### src/rtl/sobol_index_decoder.sv
// rtl/sobol_index_decoder.sv - recovers the sequence index of a Gray-code Sobol point
// Solves one Gray-code bit per cycle against latched direction numbers, then converts to binary.
module sobol_index_decoder #(
  parameter int W = 6
) (
  input  logic           clk,
  input  logic           rst,
  input  logic           en_in,
  input  logic [W-1:0]   xi,
  input  logic [W*W-1:0] c,
  output logic [W-1:0]   idx,
  output logic           en_out,
  output logic           err,
  output logic           busy
);

  localparam int KW = $clog2(W) + 1;

  typedef enum logic [1:0] {IDLE, STEP, DONE} state_t;

  state_t         state, state_nxt;
  logic [W-1:0]   r;
  logic [W-1:0]   g;
  logic [W*W-1:0] cr;
  logic [KW-1:0]  k;
  logic           r_bit;
  logic [W-1:0]   cr_k;
  logic [W-1:0]   bin;

  // Direction number k owns residual bit W-1-k; the triangular structure lets each step decide one Gray bit.
  always_comb begin
    r_bit = 1'b0;
    cr_k  = '0;
    for (int i = 0; i < W; i++) begin
      if (k == KW'(i)) begin
        r_bit = r[W-1-i];
        cr_k  = cr[W*i +: W];
      end
    end
  end

  always_comb begin
    bin = '0;
    for (int i = 0; i < W; i++) begin
      bin[i] = ^(g >> i);
    end
  end

  always_ff @(posedge clk or negedge rst) begin
    if (!rst) begin
      state <= IDLE;
    end else begin
      state <= state_nxt;
    end
  end

  always_comb begin
    state_nxt = state;
    case (state)
      IDLE:    if (en_in) state_nxt = STEP;
      STEP:    if (k == '0) state_nxt = DONE;
      DONE:    state_nxt = IDLE;
      default: state_nxt = IDLE;
    endcase
  end

  always_ff @(posedge clk or negedge rst) begin
    if (!rst) begin
      r      <= '0;
      cr     <= '0;
      g      <= '0;
      k      <= '0;
      idx    <= '0;
      en_out <= 1'b0;
      err    <= 1'b0;
      busy   <= 1'b0;
    end else begin
      en_out <= 1'b0;
      case (state)
        IDLE: begin
          if (en_in) begin
            r    <= xi;
            cr   <= c;
            g    <= '0;
            k    <= KW'(W-1);
            busy <= 1'b1;
          end
        end
        STEP: begin
          for (int i = 0; i < W; i++) begin
            if (k == KW'(i)) g[i] <= r_bit;
          end
          if (r_bit) r <= r ^ cr_k;
          if (k != '0) k <= k - KW'(1);
        end
        DONE: begin
          idx    <= bin;
          err    <= (r != '0);
          en_out <= 1'b1;
          busy   <= 1'b0;
        end
        default: ;
      endcase
    end
  end

endmodule

### config.mk
export PLATFORM = sky130hd
export DESIGN_NAME = sobol_index_decoder
export DESIGN_NICKNAME = d
export VERILOG_FILES = /design/src/rtl/sobol_index_decoder.sv
export SDC_FILE = /design/constraint.sdc
export NUM_CORES = 1
export LEC_CHECK = 0
export BUFFER_PORTS_ARGS = -buffer_cell sky130_fd_sc_hd__buf_2
export CELL_PAD_IN_SITES_DETAIL_PLACEMENT = 1
export CELL_PAD_IN_SITES_GLOBAL_PLACEMENT = 1
export CORE_UTILIZATION = 42
export DETAILED_ROUTE_END_ITERATION = 10
export HOLD_SLACK_MARGIN = 0.02
export PLACE_DENSITY_LB_ADDON = 0.15
export SYNTH_ARGS = -nofsm -noshare
export SYNTH_HDL_FRONTEND = slang
export SYNTH_SLANG_ARGS = --single-unit
### constraint.sdc
create_clock -name clk -period 2.8 [get_ports clk]
set_input_delay 0.14 -clock clk [delete_from_list [all_inputs] [get_ports clk]]
set_output_delay 0.14 -clock clk [all_outputs]
set_load 0.05 [all_outputs]
; Word level (Yosys, flattened, before mapping)
; Cells that the tools add are included.
[word_totals]
regBits = 63
out_inout_bits = 9
elab_cells = 87
[op_classes]
eq_ne = 16
bitwise = 1
reduce_logical = 23
addsub = 1
n_mux = 32
[ops]
columns = cell, count
row1 = 6-bit two-way mux, 9
row2 = 6-bit parity, 6
row3 = 6-bit case mux with 2 select lines, 2
row4 = 3-bit AND reduction, 8
row5 = "2-bit inequality test, second input constant", 9
row6 = 1-bit two-way mux, 14
row7 = "4-bit by 2-bit == test with 1-bit output, second input constant", 2
row8 = "4-bit by 3-bit == test with 1-bit output, second input constant", 2
row9 = 4-bit two-way mux, 2
row10 = 4-bit case mux with 2 select lines, 1
row11 = 2-bit AND reduction, 3
row12 = 6-bit nonzero test, 1
row13 = 6-bit bitwise XOR, 1
row14 = "4-bit by 1-bit == test with 1-bit output, second input constant", 1
row15 = 4-bit zero test, 1
row16 = 2-bit two-way mux, 2
row17 = 2-bit case mux with 2 select lines, 1
row18 = 2-bit nonzero test, 2
row19 = 4-bit nonzero test, 1
row20 = "4-bit by 1-bit subtractor with 4-bit output, second input constant", 1
row21 = "2-bit by 1-bit == test with 1-bit output, second input constant", 1
row22 = "2-bit == test, second input constant", 1
row23 = 2-bit zero test, 1
row24 = 1-bit case mux with 2 select lines, 1

; Logic depth before layout (Yosys ltp)
; Gate-level depths: netlist of the first run.
[logic_depth]
depth_word = 10
mapped_depth = 8

; Least setup slack after synthesis of the first run
; Ideal clock, no wire load.
[synth_timing]
kind = register to register
startpoint = reg k[0]
endpoint = reg r[0]
n_path_buf = 0
stages_incl_launch_ff = 8
setup_slack_ns = 0.726
synth_period_minus_slack_ns = 2.074
t_arrival_ns = 1.949
required_time_ns = 2.674
setup_ns = 0.126
path_cell_list = dfrtp_1 inv_1 ha_1 or3b_4 o32ai_2 and3b_2 nor2_2 a221o_1
[synth_via]
elab_chain_len = 10
word_cells_on_any_way = 23
cone_classes = 6 x eq/ne / 14 x mux / 1 x bitwise / 2 x reduce/logical
[synth_rtl]
columns = element, line_no
row1 = "start, declared", 25  ; logic [KW-1:0] k;
row2 = "start signal, assigned", 85  ; k <= KW'(W-1);
row3 = "start signal, assigned", 94  ; if (k != '0) k <= k - KW'(1);
row4 = 4-bit zero test, 35  ; if (k == KW'(i)) begin
row5 = 6-bit two-way mux (6 in series), 35
row6 = 6-bit bitwise XOR, 93  ; if (r_bit) r <= r ^ cr_k;
row7 = 6-bit two-way mux, 93
row8 = 6-bit case mux with 2 select lines, 79  ; case (state)
row9 = "end signal, assigned", 82  ; r <= xi;
row10 = "end signal, assigned", 93
row11 = "end, declared", 22  ; logic [W-1:0] r;
; Parallel ways exist; a longest one is shown, timed or not. The select of a mux whose other input is x is not followed.
; A chain may end at the register's enable or synchronous reset.

; Worst setup path in the final report of the first run
[layout_timing]
startpoint = reg k[0]
endpoint = reg r[1]
; Same word-level chain as after synthesis.

==> impl_results.md, run 1 <==
* Total placed cells including tap cells at 506
* PostCTS Resize Cnt at 0
* Final Max Slew Viols at 0
* Hold path startpoint: en_in
* Setup total negative slack at 0 ns
* Max Buffers Root-to-Sink at 2
* Synth-to-layout area growth at 30.6%
* Buffer type at the clock tree root: sky130_fd_sc_hd__clkbuf_8
* Number of violations of the max-capacitance limit at 0
* Slew @ Worst Pin at 0.780 ns
* Clk_lat worst skew at about 0.36 ns
* Unrepaired setup endpoints after global routing: no
* End of the worst hold path: busy
* Die footprint at 7930 sq um
* Flops & latches, synth at 63
* Power per unit of standard cell area at approximately 1200 nW/um^2
* Routed vias/inst at 5.23
* Number of cells on the worst reg-to-reg path at 8
* Placed wire-length estimate at ~6100 microns
* Startpoint of the most critical register-to-register path: k[0]
* Most numerous cell in the Yosys netlist: sky130_fd_sc_hd__nand2_1
* Pin count of the biggest net entering global routing at between 50 and 60
* Total number of clock tree sinks at 63
* Pleak at between 2 and 2.5 nW
* EDFF count, synth at 0
* Share of async-settable or async-resettable flops after synthesis at 100%
* Arr. time, crit path at ~2.7 ns
* Post-synthesis cell area at approximately 3200 sq um
* Status: complete, no violations
* Cell chain of the critical path: inv_1 -> ha_1 -> buf_4 -> a21oi_1 -> a2bb2oi_1 -> a21boi_0 -> o21ai_1 -> a221o_1
* Final critical-path share of the clock period at just under 90%
* Average wire per cell in the routed design at 16.8 microns
* Post-DRT Antenna Nets at 0
* Total of buffers placed on input and output ports at 53
* CTS Buf Count at 9
* Part of the Yosys area used for sequential elements at between 40% and 50%
* Cell type with the highest aggregate area in the netlist: sky130_fd_sc_hd__dfrtp_1
* Worst Path Buf+Inv at 2
* Critical path capture point type: flop
* Wire length after detailed routing at 9360 microns
* IR drop worst, VDD at between 0.3 and 0.4 mV
* Category of the most critical setup path: flop to flop
* Master of the slowest instance on the critical path: sky130_fd_sc_hd__dfrtp_1
* Mean cell area of the mapped netlist at around 8.7 sq um
* Clock Skews at approximately 0.012 ns
* Die span in x at between 80 and 90 microns
* Starting density of the core at a little over two fifths
* Library cells used by synthesis at between 40 and 50
* Overflow after GRT at 0
* Worst path required time at a little over 3 ns
* Global-route wire length before repair at 15300 microns
* 1st-iter DRT viols at 129
* Final weighted congestion in routability-driven placement at between 0.8 and 0.9
* TritonCTS clock tree: done
* Relative slew slack at 48.0%
* Die Ht at 89.1 microns
* Setup-violating endpoint count in the final report at 0
* Core Region at 7290 sq um
* Gr usage total at a little over a quarter
* Kind of start point of the critical path: flop
* Cell types occupying the most area after synthesis: sky130_fd_sc_hd__dfrtp_1, sky130_fd_sc_hd__nand2_1, sky130_fd_sc_hd__o21ai_0
* DRC at 0
* Max incr delay on CP at around 0.41 ns
* Cell types with the highest counts after synthesis: sky130_fd_sc_hd__nand2_1, sky130_fd_sc_hd__dfrtp_1, sky130_fd_sc_hd__o21ai_0
* Post-synthesis net count at about 420
* Flop2flop setup slack at 0.36 ns
* Non-filler cells, final at between 500 and 600
* Timing-limited maximum frequency at 410 MHz
* Warnings, synthesis at 0
* Number of optimization iterations in the first detailed-route pass at 4
* Final #Nets at between 500 and 600
* Number of endpoints with negative hold slack in the final report at 0
* CTS H-Tree Depth at 3
* Top flip-flop cell by instance count after synthesis: sky130_fd_sc_hd__dfrtp_1
* Reg-to-reg critical path endpoint: r[1]
* Clock transition at the register clock pins on the worst setup and hold paths after CTS at ~0.070 ns
* Fraction of layout cells with a size suffix above 1 at a little under a fifth
* IO Pins at 54
* Via count of the first global-routing pass at ~3000
* Number of antenna repair diodes at 0
* Worst min path class: primary input to flop
* Crit-path max FO at 14
* Cell family with most CP delay: compound AO/OA/AOI/OAI gates
* Initial antenna violation count at 0
* Count of vias placed by the detailed router at ~2900
* Rows at 31
* Cells after Synth at between 300 and 400
* Yosys top cell area share at between 40 and 50%
* Number of instances on the worst hold path at 3
* Final worst path period need at 2.44 ns
## tightest hold or removal path, delay by kind of cell
family | cells | cell delay, ns
buffers and inverters | 1 | 0.11
AO/OA/AOI/OAI | 1 | 0.07
AND/OR/NAND/NOR | 1 | 0.07
## metrics by stage
step	util, %	area [sq um]	power (mW)	setup WS, ns	hold WS [ns]
finish	57.0	4160	4.87	0.360	0.0697
detailed placement	48.9	3560	3.90	0.473	0.254
global route	57.0	4160	5.24	0.231	0.130
global placement	48.9	3560	3.82	0.593	0.254
CTS	57.0	4160	4.88	0.391	0.0662
floorplan	-	3180	3.25	0.726	-0.156
## state kept, by name, summed over array words and instances, names as in the netlist
name    flops
state       2
en_out      1
idx         6
err         1
busy        1
r           6
g           6
cr         36
k           4
## where the power goes
group | total [mW] | switching (mW) | leakage, nW | internal [mW]
sequential | 1.67 | 0.346 | 0.779 | 1.32
clock | 0.903 | 0.353 | 0.114 | 0.549
combinational | 2.30 | 1.43 | 1.14 | 0.869
## worst max-delay path by stage
| stage | endpoint | start | cells past startpoint | slack (ns) |
|---|---|---|---|---|
| after CTS | g[2] | k[1] | 8 | 0.39 |
| after global routing | g[2] | k[1] | 8 | 0.23 |
| after floorplan | r[0] | k[0] | 7 | 0.73 |
| after detailed placement | r[0] | k[0] | 8 | 0.47 |
| after global placement | r[1] | k[0] | 7 | 0.59 |
| final | r[1] | k[0] | 8 | 0.36 |
## cells by family (layout without fill, tap and decap cells)
group                    count (synthesis)  in the layout  synth area share [%]
adder cells (fa/ha/maj)                  5              5                  1.96
XOR/XNOR                                 5              5                  1.81
buffers and inverters                   27            122                  3.58
multiplexers                             2              2                 0.707
AO/OA/AOI/OAI                           89             89                  18.6
AND/OR/NAND/NOR                        174            174                  23.8
flip-flops                              63             63                  49.5
## cells in the final DEF (no fill, tap or decap), types with 3 or more instances in the layout
| cell | instances |
|---|---|
| sky130_fd_sc_hd__nand3b_1 | 3 |
| sky130_fd_sc_hd__o21ai_0 | 25 |
| sky130_fd_sc_hd__a221oi_1 | 4 |
| sky130_fd_sc_hd__xor2_1 | 3 |
| sky130_fd_sc_hd__nor2b_1 | 9 |
| sky130_fd_sc_hd__buf_4 | 6 |
| sky130_fd_sc_hd__a31oi_1 | 3 |
| sky130_fd_sc_hd__nand2_1 | 125 |
| sky130_fd_sc_hd__o211ai_1 | 4 |
| sky130_fd_sc_hd__o41ai_1 | 5 |
| sky130_fd_sc_hd__dlygate4sd3_1 | 37 |
| sky130_fd_sc_hd__o2bb2ai_1 | 3 |
| sky130_fd_sc_hd__a2bb2oi_1 | 3 |
| sky130_fd_sc_hd__clkbuf_8 | 11 |
| sky130_fd_sc_hd__nor3_1 | 4 |
| sky130_fd_sc_hd__nor2_1 | 18 |
| sky130_fd_sc_hd__dfrtp_1 | 63 |
| sky130_fd_sc_hd__a221o_1 | 3 |
| sky130_fd_sc_hd__a21oi_1 | 23 |
| sky130_fd_sc_hd__ha_1 | 5 |
| sky130_fd_sc_hd__o32ai_1 | 3 |
| sky130_fd_sc_hd__o211a_1 | 3 |
| sky130_fd_sc_hd__buf_2 | 53 |
| sky130_fd_sc_hd__inv_1 | 9 |
## timing repair
item,4_1_cts,5_1_grt
hold endpoints to repair,68,0
hold buffers,37,0
setup buffers,0,0
## metal layers
layer	share of wire, %	up-vias	wire [microns]	global-route usage [%]
met4	2.7	0	257	10.8
met2	50	62	4670	44.4
met3	2.7	22	253	6.83
met5	0	-	0	0
met1	45	1408	4180	32.0
li1	-	1432	-	-
## layout make-up
type                       count  area (sq um)
sequential                    63          1580
clock inverter                 3          65.1
fill                         878          3130
timing repair buffer          97           701
clock buffer                  13           159
multi-input combinational    275          1500
tap                           99           124
inverter                       9          33.8
No activity file was read; power rests on OpenSTA's default activity.
==> inputs of run 2 (changes only) <==
- clock period: 2.8 -> 2.41 ns (I/O delays scaled with it)
==> impl_results.md, run 2 (same netlist as run 1, synthesis figures left out) <==
* Pleak at 2.06 nW (was 2.04 nW)
* 1st-iter DRT viols at 151 (was 129)
* Buffer type at the clock tree root: sky130_fd_sc_hd__clkbuf_8 (unchanged)
* Clock transition at the register clock pins on the worst setup and hold paths after CTS at 0.07 ns (about the same)
* Crit-path max FO at 8 (was 14)
* Gr usage total at 26.2% (was 26.3%)
* Routed vias/inst at 5.39 (was 5.23)
* Via count of the first global-routing pass at 3093 (was 3014)
* Power per unit of standard cell area at 1390 nW/um^2 (was 1170 nW/um^2)
* Overflow after GRT at 0 (unchanged)
* Pin count of the biggest net entering global routing at 53 (unchanged)
* Util after Layout at 57.8% (was 57.0%)
* IR drop worst, VDD at 0.463 mV (was 0.374 mV)
* Starting density of the core at 43.7% (unchanged)
* Placement-stage worst setup slack at 0.0931 ns (was 0.473 ns)
* Placed wire-length estimate at 6160 microns (was 6090 microns)
* Count of vias placed by the detailed router at 3024 (was 2924)
* Number of optimization iterations in the first detailed-route pass at 4 (unchanged)
* Critical Path End: r[3] (was r[1])
* Clk_lat worst skew at 0.34 ns (was 0.36 ns)
* TritonCTS clock tree: done (unchanged)
* CTS Buf Count at 9 (unchanged)
* Worst min path class: primary input to flop (unchanged)
* Max Buffers Root-to-Sink at 2 (unchanged)
* Layout Cell Area excl Fill at 4210 sq um (was 4160 sq um)
* Die footprint at 7930 sq um (unchanged)
* Origin of the worst setup path: k[0] (unchanged)
* Initial antenna violation count at 0 (unchanged)
* Slew @ Worst Pin at 0.734 ns (was 0.780 ns)
* Critical path capture point type: flop (unchanged)
* Setup-violating endpoint count in the final report at 0 (unchanged)
* Startpoint of the most critical register-to-register path: k[0] (unchanged)
* Die Ht at 89.1 microns (unchanged)
* Arr. time, crit path at 2.56 ns (was 2.68 ns)
* Core Region at 7290 sq um (unchanged)
* Number of instances on the worst hold path at 3 (unchanged)
* Wire length after detailed routing at 9730 microns (was 9360 microns)
* Final Max Slew Viols at 0 (unchanged)
* Number of antenna repair diodes at 0 (unchanged)
* Final weighted congestion in routability-driven placement at 0.825 (was 0.865)
* Most common library cell in the layout ignoring fill and taps: sky130_fd_sc_hd__nand2_1 (unchanged)
* Die span in x at 89.1 microns (unchanged)
* Worst path required time at 2.63 ns (was 3.04 ns)
* Flop2flop setup slack at 0.07 ns (was 0.36 ns)
* Relative slew slack at 51.1% (was 48.0%)
* Non-filler cells, final at 561 (was 559)
* IO Pins at 54 (unchanged)
* Total number of clock tree sinks at 63 (unchanged)
* Post-CTS Repair Setup Buffers at 0 (unchanged)
* Post-detailed-placement cell area at 3600 sq um (was 3560 sq um)
* Synth-to-layout area growth at 32.3% (was 30.6%)
* Category of the most critical setup path: flop to flop (unchanged)
* Total placed cells including tap cells at 509 (was 506)
* Timing-limited maximum frequency at 427 MHz (was 410 MHz)
* Number of flip-flops in the largest register at 36 (unchanged)
* Final #Nets at 508 (was 505)
* Post-DRT Antenna Nets at 0 (unchanged)
* Register bank with the most flops: cr (unchanged)
* Global-route wire length before repair at 15400 microns (was 15300 microns)
* Average wire per cell in the routed design at 17.3 microns (was 16.8 microns)
* Number of violations of the max-capacitance limit at 0 (unchanged)
* Final critical-path share of the clock period at 97.2% (was 87.1%)
* Reg-to-reg critical path endpoint: r[3] (was r[1])
* Total of buffers placed on input and output ports at 53 (unchanged)
* Number of cells on the worst reg-to-reg path at 7 (was 8)
* Fraction of layout cells with a size suffix above 1 at 19.7% (was 18.3%)
* Layout fillers at 860 (was 878)
* Kind of start point of the critical path: flop (unchanged)
* Status: complete, no violations (unchanged)
* CTS H-Tree Depth at 3 (unchanged)
* Rows at 31 (unchanged)
* DRC at 0 (unchanged)
* Most used cells in the layout excluding fill and tap cells: sky130_fd_sc_hd__nand2_1, sky130_fd_sc_hd__dfrtp_1, sky130_fd_sc_hd__buf_2 (unchanged)
* Clock Skews at 0.0125 ns (was 0.0121 ns)
* Final worst path period need at 2.34 ns (was 2.44 ns)
* Worst setup margin at 0.0676 ns (was 0.360 ns)
* Number of endpoints with negative hold slack in the final report at 0 (unchanged)
run 2: cell count changes in the layout (fill, tap and decap cells not counted), sizes merged:
cell and delta:
clkbuf -1, buf +3
run 2: cell type report:
class	count	area [sq um]	share of cell area, %
clock buffers	12	165	3.92
clock inverters	3	65.1	1.54
inverters	9	33.8	0.802
multi-input cells	275	1510	35.9
flip-flops and latches	63	1580	37.4
well taps	99	124	2.94
repair buffers	100	736	17.5
run 2: per-layer routing:
layer,vias to the layer above,track usage [%],part of all wire (%)
met4,0,13.0,2.7
met5,-,0,0
met2,84,45.8,51
met1,1475,30.9,43
met3,26,5.36,3.8
li1,1439,-,-
run 2: report_power, final:
group,switching [mW],internal [mW]
clock,0.419,0.660
combinational,1.74,1.07
sequential,0.405,1.54
run 2: stage by stage:
stage	TNS [ns]	hold WS, ns	power [mW]
CTS	0	0.0677	5.80
global placement	0	0.217	4.50
detailed placement	0	0.220	4.63
finish	0	0.0841	5.83
global route	-0.0228	0.116	6.24
floorplan	0	-0.175	3.77
run 2: how the worst min path moves through the flow:
stage,end,slack (ns),from
6_report,busy,0.08,en_in
3_3_place_gp,en_out,0.22,rst
3_5_place_dp,idx[0],0.22,rst
2_1_floorplan,busy,-0.18,rst
5_1_grt,busy,0.12,en_in
4_1_cts,busy,0.07,en_in
run 2: repair_timing:
item / 4_1_cts / 5_1_grt
endpoints found under the hold margin: 66 / 0
resized for setup: 0 / 5
hold buffers: 37 / 0
endpoints found under the setup margin: 0 / 11
run 2: worst max-delay path: stages (launching register included):
cell and delay (ns):
sky130_fd_sc_hd__dfrtp_1 0.42, sky130_fd_sc_hd__inv_1 0.18, sky130_fd_sc_hd__ha_1 0.20, sky130_fd_sc_hd__or3b_4 0.40
sky130_fd_sc_hd__o32ai_2 0.29, sky130_fd_sc_hd__and3b_2 0.29, sky130_fd_sc_hd__nor2_2 0.09, sky130_fd_sc_hd__a221o_1 0.34
